$ cat src/rtl/serial_add_ctrl.sv
// rtl/serial_add_ctrl.sv - bit-serial add/subtract engine sharing one full adder, LSB first

// Single-bit full adder, the only arithmetic element of the engine
module full_adder (
  input  logic i_a,
  input  logic i_b,
  input  logic i_c,
  output logic o_s,
  output logic o_c
);

  assign o_s = i_a ^ i_b ^ i_c;
  assign o_c = (i_a & i_b) | (i_c & (i_a ^ i_b));

endmodule

// Start/busy/done controller that walks one full adder across WIDTH bits
module serial_add_ctrl #(
  parameter int WIDTH = 8
) (
  input  logic             i_clk,
  input  logic             i_rst,
  input  logic             i_start,
  input  logic             i_sub,
  input  logic [WIDTH-1:0] i_a,
  input  logic [WIDTH-1:0] i_b,
  output logic             o_busy,
  output logic             o_done,
  output logic [WIDTH-1:0] o_sum,
  output logic             o_cout,
  output logic             o_overflow
);

  localparam int CW = (WIDTH > 1) ? $clog2(WIDTH) : 1;

  typedef enum logic [1:0] {
    S_IDLE,
    S_RUN,
    S_DONE
  } state_t;

  state_t           r_state;
  logic [WIDTH-1:0] r_a;
  logic [WIDTH-1:0] r_b;
  logic [WIDTH-1:0] r_res;
  logic [CW-1:0]    r_cnt;
  logic             r_carry;
  logic             r_busy;
  logic             r_done;
  logic [WIDTH-1:0] r_sum;
  logic             r_cout;
  logic             r_overflow;

  logic             w_fa_s;
  logic             w_fa_c;
  logic [WIDTH-1:0] w_res_next;
  logic             w_last;

  full_adder u_fa (
    .i_a (r_a[0]),
    .i_b (r_b[0]),
    .i_c (r_carry),
    .o_s (w_fa_s),
    .o_c (w_fa_c)
  );

  // New sum bit enters at the MSB; after WIDTH shifts bit 0 of the result sits at bit 0
  assign w_res_next = WIDTH'({w_fa_s, r_res} >> 1);
  assign w_last     = (r_cnt == CW'(WIDTH - 1));

  // Controller FSM with datapath shift registers and registered result outputs
  always_ff @(posedge i_clk or posedge i_rst) begin
    if (i_rst) begin
      r_state    <= S_IDLE;
      r_a        <= '0;
      r_b        <= '0;
      r_res      <= '0;
      r_cnt      <= '0;
      r_carry    <= 1'b0;
      r_busy     <= 1'b0;
      r_done     <= 1'b0;
      r_sum      <= '0;
      r_cout     <= 1'b0;
      r_overflow <= 1'b0;
    end else begin
      case (r_state)
        S_IDLE, S_DONE: begin
          r_done <= 1'b0;
          if (i_start) begin
            // Subtract is a + ~b + 1: invert B here and seed the carry with 1
            r_a     <= i_a;
            r_b     <= i_sub ? ~i_b : i_b;
            r_carry <= i_sub;
            r_cnt   <= '0;
            r_res   <= '0;
            r_busy  <= 1'b1;
            r_state <= S_RUN;
          end else begin
            r_state <= S_IDLE;
          end
        end
        S_RUN: begin
          r_res   <= w_res_next;
          r_a     <= r_a >> 1;
          r_b     <= r_b >> 1;
          r_carry <= w_fa_c;
          r_cnt   <= r_cnt + CW'(1);
          if (w_last) begin
            // r_carry still holds the carry into the MSB on this final bit
            r_sum      <= w_res_next;
            r_cout     <= w_fa_c;
            r_overflow <= r_carry ^ w_fa_c;
            r_busy     <= 1'b0;
            r_done     <= 1'b1;
            r_state    <= S_DONE;
          end
        end
        default: begin
          r_busy  <= 1'b0;
          r_done  <= 1'b0;
          r_state <= S_IDLE;
        end
      endcase
    end
  end

  assign o_busy     = r_busy;
  assign o_done     = r_done;
  assign o_sum      = r_sum;
  assign o_cout     = r_cout;
  assign o_overflow = r_overflow;

endmodule

$ cat config.mk
export PLATFORM = sky130hd
export DESIGN_NAME = serial_add_ctrl
export DESIGN_NICKNAME = d
export VERILOG_FILES = /design/src/rtl/serial_add_ctrl.sv
export SDC_FILE = /design/constraint.sdc
export NUM_CORES = 1
export LEC_CHECK = 0
export ABC_AREA = 1
export BUFFER_PORTS_ARGS = -buffer_cell sky130_fd_sc_hd__buf_4
export CAP_MARGIN = 20
export CORE_ASPECT_RATIO = 0.7
export CORE_UTILIZATION = 50
export DETAILED_ROUTE_END_ITERATION = 8
export MAX_ROUTING_LAYER = met4
export PLACE_DENSITY_LB_ADDON = 0.15
export SETUP_SLACK_MARGIN = 0.5
export SYNTH_ARGS = -nofsm -noshare
export SYNTH_HDL_FRONTEND = slang
export SYNTH_SLANG_ARGS = --single-unit
$ cat constraint.sdc
create_clock -name i_clk -period 1.55 [get_ports i_clk]
set_input_delay 0.155 -clock i_clk [delete_from_list [all_inputs] [get_ports i_clk]]
set_output_delay 0.155 -clock i_clk [all_outputs]
set_load 0.01 [all_outputs]
==> results.json, run 1 <==
{
  "status": "finished, final reports clean",
  "synth_ff_type": "dfrtp_1",
  "r2r-end": "r_carry",
  "syn_to_final_growth_pct": 43.8,
  "drt_iter0_drc": 127,
  "numClockSinks": 40,
  "clk_pin_slew_ns": 0.08,
  "leakage_nw": 1.43,
  "syn_area_per_cell_um2": 7.96,
  "vias_per_cell": 5.15,
  "overflow": 0,
  "dp.cells": 312,
  "clk_latency_ns": 0.30,
  "yosysTopAreaCellShare": 0.538,
  "cts-root-buf": "clkbuf_8",
  "syn-num-nets": 257,
  "irDropWorstVdd_mv": 1.41,
  "critPathLaunch": "r_b[0]",
  "grt_pass1_vias": 1584,
  "reg2reg_depth": 5,
  "track_usage": 0.254,
  "worstSetupStartpointType": "flip-flop",
  "critPathCapture": "r_carry",
  "critPathMaxFanout": 3,
  "grt_max_degree": 24,
  "ys_types": 20,
  "grt_pass1_wl_um": 6990,
  "port_buffers": 31,
  "critical_path_arrival_ns": 1.44,
  "antennaDiodeCount": 0,
  "rsz0062_at_grt": "true",
  "ant_nets": 0,
  "fin_cells": 340,
  "netlist_top_cells_count": "nand2_1, dfrtp_1, nand3_1, inv_1, nor2_1",
  "max_slew.worst_pin.slew_ns": 0.511,
  "yosysMostFrequentCell": "nand2_1",
  "multi_input_area_um2": 911,
  "finalSetupViolCount": 0,
  "hold_violations": 0,
  "period_minus_slack_ns": 1.25,
  "dp_slack_ns": 0.205,
  "cts_made_buffers": 5,
  "syn-cell-area_um2": 1860,
  "num_io_pins": 32,
  "cts.htree.levels": 2,
  "antenna_found_initial": 0,
  "setup_slack_ns": 0.300,
  "layout-drive-gt1-share": 0.345,
  "place.gp.congestion": 0.779,
  "core_region_area_um2": 3540,
  "tns_ns": 0,
  "hold_class": "in -> reg",
  "power_mw": 5.44,
  "synth_largest_area_cell": "dfrtp_1",
  "fin_nets": 312,
  "routed_wl_um": 4740,
  "drv_cap": 0,
  "yosysSeqAreaShare": 0.538,
  "async_reset_ff_frac": 1.00,
  "drc": 0,
  "fill_cells": 234,
  "fp.dieW_um": 74.9,
  "report.final.slew_viol_count": 0,
  "place_hpwl_um": 2630,
  "max_slew_margin": 0.659,
  "drtPass1Iterations": 4,
  "die_area_um2": 3980,
  "finalClockSkew_ns": 0.00829,
  "vias": 1751,
  "period_share": 0.806,
  "cts_tree": "done",
  "synth.area.top_cells": "dfrtp_1, nand2_1, nand3_1, inv_1, ha_1",
  "cts_buffer_depth": 2,
  "worstSetupPathType": "reg -> reg",
  "rows": 18,
  "die_y_um": 53.1,
  "max_clock_freq_mhz": 800,
  "critPathRequiredTime_ns": 1.74,
  "start_util": 0.527,
  "synth-edff-count": 0,
  "synth-seq-cells": 40,
  "power.density_nw_per_um2": 2030,
  "synthCells": 234,
  "synth_warnings": 0,
  "regArea_um2": 1000,
  "wl_per_cell_um": 13.9,
  "r2r_setup_slack_ns": 0.30,
  "reg2reg_from": "r_b[0]",
  "setup.worst_path.end_class": "flip-flop"
}
## worst max-delay path, cell delays in order (launching register included)
cell,delay (ns)
dfrtp_1,0.42
fa_2,0.43
nand3_1,0.10
nand2_1,0.06
inv_1,0.07
nand2_1,0.07
## power by group
group          switching [mW]  leakage (nW)  internal, mW
Combinational            1.49         0.874          1.21
Sequential              0.378         0.499          1.52
Clock                   0.363        0.0552         0.478
## registers in the layout, indices dropped and copies added (netlist names)
signal,count
r_cnt,3
o_overflow,1
r_b,8
o_busy,1
o_cout,1
o_sum,8
r_carry,1
r_a,8
o_done,1
r_res,7
r_state,1
## kinds of logic (layout without fill, tap and decap cells)
group / Yosys count / in the layout / synth area share
AO/OA/AOI/OAI: 3 / 3 / 0.00806
XOR/XNOR: 1 / 1 / 0.00471
adder cells (fa/ha/maj): 3 / 3 / 0.0242
buffers and inverters: 29 / 83 / 0.0699
flip-flops: 40 / 40 / 0.538
AND/OR/NAND/NOR: 158 / 160 / 0.356
## cell usage in the layout, fill, tap and decap left out, types with 2 or more instances in the layout
cell type | Yosys | layout
buf_4 | 2 | 38
buf_6 | 1 | 8
clkbuf_8 | 0 | 5
clkinv_8 | 0 | 2
dfrtp_1 | 40 | 38
dfrtp_2 | 0 | 2
ha_4 | 0 | 2
inv_1 | 19 | 16
inv_4 | 1 | 2
inv_8 | 0 | 2
nand2_1 | 112 | 95
nand2_2 | 2 | 14
nand2_4 | 1 | 4
nand2_8 | 0 | 3
nand3_1 | 37 | 33
nand3_2 | 0 | 4
nor2_1 | 4 | 3
nor2_4 | 1 | 4
## cell type report
| cell class | count | area share |
|---|---|---|
| multi-input combinational | 167 | 0.340 |
| inverter | 22 | 0.0407 |
| timing repair inverter | 3 | 0.0145 |
| clock buffer | 6 | 0.0271 |
| tap | 50 | 0.0234 |
| sequential | 40 | 0.375 |
| timing repair buffer | 50 | 0.166 |
| clock inverter | 2 | 0.0131 |
## metal layers
layer  part of all wire  up-vias  GRT usage
met3              0.053       16     0.0648
met4              0.023        0     0.0975
met5                  0        -          -
met1               0.44      848      0.326
met2               0.48       44      0.390
li1                   -      843          -
## per-stage QoR
stage | cell area (um^2) | utilization | hold slack (ns)
2_1_floorplan | 1920 | - | 0.134
6_report | 2680 | 0.757 | 0.0536
3_3_place_gp | 2210 | 0.624 | 0.225
4_1_cts | 2450 | 0.692 | 0.0549
3_5_place_dp | 2210 | 0.624 | 0.230
5_1_grt | 2680 | 0.757 | 0.0819
## repair_timing
| item | 4_1_cts | 5_1_grt |
|---|---|---|
| hold buffers | 1 | 0 |
| endpoints found under the setup margin | 41 | 41 |
| resized for setup | 17 | 37 |
| pin swaps | 8 | 11 |
| setup buffers | 6 | 7 |
| endpoints found under the hold margin | 22 | 0 |
| gates cloned | 2 | 4 |
## how the worst min path moves through the flow
stage            from  endpoint  slack, ns  depth (start not counted)
3_3_place_gp    i_rst  o_sum[0]       0.23                          2
2_1_floorplan   i_rst    o_busy       0.13                          1
6_report       i_a[7]    r_a[7]       0.05                          3
4_1_cts        i_a[7]    r_a[7]       0.05                          3
3_5_place_dp    i_rst    r_a[1]       0.23                          2
5_1_grt        i_a[7]    r_a[7]       0.08                          3
Power figures use the tool's default switching activity.
==> run 2, diff against run 1 <==
==> constraint.sdc (replaced) <==
create_clock -name i_clk -period 1.3 [get_ports i_clk]
set_input_delay 0.13 -clock i_clk [delete_from_list [all_inputs] [get_ports i_clk]]
set_output_delay 0.13 -clock i_clk [all_outputs]
set_load 0.01 [all_outputs]
==> run 2 against run 1 <==
The flow now finishes with violations (hold timing). Global-route usage fell by 2.0 points. Critical path depth increased by 1. Final cell count is 1.8% higher.
==> results.json, run 2 (synthesis results as in run 1) <==
{
  "fin_nets": 318,
  "fp.dieW_um": 74.9,
  "finalSetupViolCount": 0,
  "crit_cells": 6,
  "hold_class": "in -> async",
  "seq_power_share": 0.336,
  "syn_to_final_growth_pct": 51.1,
  "dp_slack_ns": -0.0734,
  "violations": "hold timing",
  "power_mw": 6.79,
  "crit_top_cell": "nand2_1",
  "finalClockSkew_ns": 0.0103,
  "antennaDiodeCount": 0,
  "worst-path-buf-inv": 1,
  "core_region_area_um2": 3540,
  "port_buffers": 31,
  "final_area_um2": 2810,
  "critPathTopFamily": "flip-flops",
  "clk_latency_ns": 0.30,
  "critPathLaunch": "r_cnt[0]",
  "fin_hold_ws_ns": -0.210,
  "dp.cells": 316,
  "cts_buffer_depth": 2,
  "report.final.slew_viol_count": 0,
  "max_clock_freq_mhz": 814,
  "power.density_nw_per_um2": 2410,
  "die_y_um": 53.1,
  "num_io_pins": 32,
  "critPathMaxFanout": 3,
  "crit_chain": "ha_2 -> ha_4 -> buf_4 -> o21ai_2 -> nand2_1 -> nand2_1",
  "cts.htree.levels": 2,
  "final_cell_mix": "nand2_1, dfrtp_1, buf_4, nand3_1, buf_6",
  "worstSetupPathType": "reg -> reg",
  "irDropWorstVdd_mv": 1.66,
  "critPathCapture": "o_busy",
  "vias": 1750,
  "rows": 18,
  "routed_wl_um": 4780,
  "max_stage_delay_ns": 0.39,
  "internal-power_mw": 4.08,
  "cts-root-buf": "clkbuf_8",
  "place_hpwl_um": 2570,
  "layout_commonest_cell": "nand2_1",
  "cts_tree": "done",
  "worstSetupStartpointType": "flip-flop",
  "cts_made_buffers": 5,
  "antenna_found_initial": 0,
  "status": "finished, violations left",
  "p_clk_frac": 0.147,
  "slowest_stage": "dfrtp_1",
  "grt_max_degree": 28,
  "setup.worst_path.end_class": "flip-flop",
  "track_usage": 0.235,
  "period_share": 0.945,
  "reg2reg_depth": 6,
  "p_comb_frac": 0.517,
  "overflow": 0,
  "setup_slack_ns": 0.0712,
  "die_area_um2": 3980,
  "reg2reg_from": "r_cnt[0]",
  "max_slew_margin": 0.775,
  "drv_cap": 0,
  "vias_per_cell": 5.06,
  "wl_per_cell_um": 13.8,
  "numClockSinks": 40,
  "drtPass1Iterations": 4,
  "max_slew.worst_pin.slew_ns": 0.337,
  "layout-drive-gt1-share": 0.399,
  "ant_nets": 0,
  "grt_pass1_vias": 1481,
  "grt_pass1_wl_um": 6420,
  "leakage_nw": 1.48,
  "dpl-instance-area_um2": 2250,
  "place.gp.congestion": 0.732,
  "drc": 0,
  "p_sw_frac": 0.399,
  "critPathRequiredTime_ns": 1.53,
  "period_minus_slack_ns": 1.23,
  "rsz0062_at_grt": "true",
  "start_util": 0.527,
  "fin_cells": 346,
  "clk_pin_slew_ns": 0.08,
  "r2r-end": "o_busy",
  "drt_iter0_drc": 109,
  "p_sw_mw": 2.71,
  "critical_path_arrival_ns": 1.46,
  "hold_violations": 13,
  "r2r_setup_slack_ns": 0.07
}
run 2: cell count changes in the layout (fill, tap and decap cells not counted), moves of 3 or more:
cell	delta
buf_6	+11
buf_4	-4
nand3_1	-13
buf_12	+3
nand2_1	+4
nand3_2	+13
run 2: routing by layer:
layer / share of wire / global-route usage / vias to the layer above / wire length [um]
li1: - / - / 850 / -
met1: 0.46 / 0.310 / 843 / 2220
met2: 0.47 / 0.341 / 45 / 2240
met3: 0.042 / 0.0514 / 12 / 201
met4: 0.026 / 0.123 / 0 / 123
met5: 0 / - / - / 0
run 2: power groups by stage:
| stage | clock [mW] | sequential, mW | combinational [mW] |
|---|---|---|---|
| after CTS | 1.01 | 2.23 | 2.72 |
| final | 1.00 | 2.28 | 3.51 |
| after floorplan | 0 | 2.22 | 1.54 |
| after detailed placement | 0 | 2.21 | 2.30 |
| after global placement | 0 | 2.21 | 2.25 |
| after global routing | 1.07 | 2.33 | 3.81 |
run 2: worst reg2reg max path, stage by stage, from the launching register on:
cell and delay [ns]:
dfrtp_1 0.39, ha_2 0.20, ha_4 0.18, buf_4 0.14, o21ai_2 0.11, nand2_1 0.08
nand2_1 0.07
run 2: repair_timing:
| action | in CTS | in global routing |
|---|---|---|
| buffers inserted | 6 | 12 |
| endpoints found under the hold margin | 13 | 13 |
| setup endpoints to repair | 52 | 52 |
| gates cloned | 1 | 3 |
| pin swaps | 16 | 26 |
| gates resized for setup | 35 | 31 |
run 2: layout make-up:
cell class | instances | area (um^2)
timing repair buffer | 57 | 549
fill | 220 | 723
multi-input combinational | 167 | 956
clock inverter | 2 | 35.0
tap | 50 | 62.6
inverter | 22 | 109
sequential | 40 | 1000
clock buffer | 6 | 72.6
timing repair inverter | 2 | 25.0
run 2: worst min-delay path by stage:
stage | from | endpoint | slack [ns] | depth (start not counted)
global route | i_rst | r_a[1] | -0.19 | 2
floorplan | i_rst | o_busy | 0.11 | 1
detailed placement | i_rst | o_sum[0] | 0.13 | 2
finish | i_rst | o_sum[0] | -0.21 | 2
CTS | i_rst | o_sum[0] | -0.20 | 2
global placement | i_rst | o_sum[0] | 0.12 | 2
run 2: stage by stage:
| stage | TNS, ns | utilization |
|---|---|---|
| 6_report | 0 | 0.795 |
| 5_1_grt | 0 | 0.795 |
| 4_1_cts | 0 | 0.722 |
| 3_5_place_dp | -0.464 | 0.638 |
| 3_3_place_gp | -0.211 | 0.638 |
| 2_1_floorplan | 0 | - |
==> run 3, diff against run 2 <==
--- a/config.mk
+++ b/config.mk
@@ -7,12 +7,13 @@
 export LEC_CHECK = 0
 export ABC_AREA = 1
 export BUFFER_PORTS_ARGS = -buffer_cell sky130_fd_sc_hd__buf_4
-export CAP_MARGIN = 20
 export CORE_ASPECT_RATIO = 0.7
 export CORE_UTILIZATION = 50
+export CTS_CLUSTER_SIZE = 25
 export DETAILED_ROUTE_END_ITERATION = 8
 export MAX_ROUTING_LAYER = met4
 export PLACE_DENSITY_LB_ADDON = 0.15
+export REMOVE_ABC_BUFFERS = 1
 export SETUP_SLACK_MARGIN = 0.5
 export SYNTH_ARGS = -nofsm -noshare
 export SYNTH_HDL_FRONTEND = slang
==> run 3 against run 2 <==
The flow now finishes without violations. Die area is the same. Sequential cell count unchanged. Clock power barely moved. Via count rose by 14%. Maximum frequency down 4.1%. Routed wire length is 39% higher. Worst hold slack better by 0.28 ns. Power increased by 18%. Count of clock-buffer cells in the layout stayed put. Critical endpoint unchanged. Sequential power increased by 4%.
==> results.json, run 3 (synthesis results as in run 1) <==
{
  "track_usage": 0.308,
  "drtPass1Iterations": 5,
  "r2r-end": "o_busy",
  "place_hpwl_um": 2520,
  "num_io_pins": 32,
  "report.final.slew_viol_count": 0,
  "crit_top_cell": "nand2_1",
  "grt_pass1_wl_um": 8470,
  "status": "finished, final reports clean",
  "drt_iter0_drc": 201,
  "critPathLaunch": "r_cnt[0]",
  "final_cell_mix": "nand2_1, buf_4, dfrtp_1, nand2_2, buf_6",
  "max_slew_margin": 0.834,
  "cts_made_buffers": 5,
  "period_minus_slack_ns": 1.28,
  "reg2reg_depth": 6,
  "drv_cap": 0,
  "layout-drive-gt1-share": 0.514,
  "drc": 0,
  "cts_tree": "done",
  "hold_violations": 0,
  "start_util": 0.527,
  "wl_per_cell_um": 18.2,
  "power.density_nw_per_um2": 2590,
  "critPathRequiredTime_ns": 1.53,
  "die_y_um": 53.1,
  "dp.cells": 321,
  "max_slew.worst_pin.slew_ns": 0.249,
  "grt_max_degree": 41,
  "syn_to_final_growth_pct": 65.9,
  "worstSetupPathType": "reg -> reg",
  "r2r_setup_slack_ns": 0.02,
  "grt_pass1_vias": 1783,
  "antenna_found_initial": 0,
  "reg2reg_from": "r_cnt[0]",
  "final_area_um2": 3090,
  "leakage_nw": 1.62,
  "max_clock_freq_mhz": 781,
  "finalClockSkew_ns": 0.00698,
  "irDropWorstVdd_mv": 1.79,
  "routed_wl_um": 6640,
  "finalSetupViolCount": 0,
  "fp.dieW_um": 74.9,
  "vias_per_cell": 5.45,
  "setup.worst_path.end_class": "flip-flop",
  "fill_cells": 169,
  "slowest_stage": "dfrtp_1",
  "rsz0062_at_grt": "true",
  "cts_buffer_depth": 2,
  "hold_class": "in -> reg",
  "core_region_area_um2": 3540,
  "overflow": 0,
  "clk_pin_slew_ns": 0.08,
  "port_buffers": 31,
  "rows": 18,
  "place.gp.congestion": 0.764,
  "clk_latency_ns": 0.29,
  "layout_commonest_cell": "nand2_1",
  "period_share": 0.985,
  "ant_nets": 0,
  "die_area_um2": 3980,
  "cts.htree.levels": 2,
  "antennaDiodeCount": 0,
  "critPathCapture": "o_busy",
  "vias": 1991,
  "crit_chain": "ha_2 -> ha_4 -> buf_6 -> o21ai_2 -> nand2_1 -> nand2_1",
  "worstSetupStartpointType": "flip-flop",
  "critical_path_arrival_ns": 1.51,
  "fin_cells": 365,
  "cts-root-buf": "clkbuf_8",
  "max_stage_delay_ns": 0.39,
  "numClockSinks": 40,
  "dpl-instance-area_um2": 2220,
  "fin_nets": 337,
  "critPathMaxFanout": 4
}
-- run 3: cell types whose count changed in the layout (fill, tap and decap cells not counted), sizes merged --
cell and delta:
buf +17, inv +4, clkinv -2, clkinvlp -1, dlygate4sd3 +1
-- run 3: through the flow --
stage	power [mW]	TNS, ns	hold slack (ns)	setup WS, ns	util
finish	7.98	0	0.0722	0.0189	0.873
global route	8.36	-0.0499	0.0764	-0.0499	0.873
CTS	6.84	0	0.0321	0.112	0.808
global placement	4.38	-1.66	0.212	-0.159	0.628
detailed placement	4.43	-2.37	0.210	-0.238	0.628
floorplan	3.49	-1.51	0.247	-0.0592	-
-- run 3: worst min-delay path by stage --
stage                     startpoint  endpoint  slack (ns)  cells past startpoint
final                         i_a[7]    r_a[7]        0.07                      3
after global routing          i_a[7]    r_a[7]        0.08                      3
after CTS                     i_a[7]    r_a[7]        0.03                      3
after detailed placement       i_rst  r_res[4]        0.21                      3
after global placement         i_rst  r_res[5]        0.21                      3
after floorplan               i_a[7]    r_a[7]        0.25                      2
-- run 3: cell type report --
class / count / area, um^2 / area share
clock buffers: 6 / 72.6 / 0.0235
well taps: 50 / 62.6 / 0.0203
flip-flops and latches: 40 / 1000 / 0.325
inverters: 22 / 97.6 / 0.0316
repair buffers: 75 / 716 / 0.232
multi-input cells: 167 / 1070 / 0.346
repair inverters: 3 / 33.8 / 0.0109
clock inverters: 2 / 35.0 / 0.0113
-- run 3: routing by layer --
layer	GRT usage	vias to the layer above	wire length, um
met4	0.110	0	257
met3	0.0667	31	479
met5	-	-	0
li1	-	892	-
met1	0.392	949	2820
met2	0.489	119	3090
-- run 3: report_power, final --
part	leakage (nW)	internal, mW	switching, mW	total, mW
combinational	1.07	2.21	2.39	4.60
sequential	0.501	1.81	0.567	2.38
clock	0.0552	0.570	0.434	1.00
-- run 3: critical path, delay by kind of cell (launching register included) --
family                   cells  cell delay, ns
AO/OA/AOI/OAI                1            0.12
AND/OR/NAND/NOR              2            0.18
flip-flops                   1            0.39
adder cells (fa/ha/maj)      2            0.38
buffers and inverters        1            0.14
-- run 3: timing repair --
item                                    CTS  global route
resized for setup                        89            37
endpoints found under the setup margin   52            52
hold buffers                              1             0
pin swaps                                27            19
setup buffers                            17            12
endpoints found under the hold margin    40             0
gates cloned                              5             1
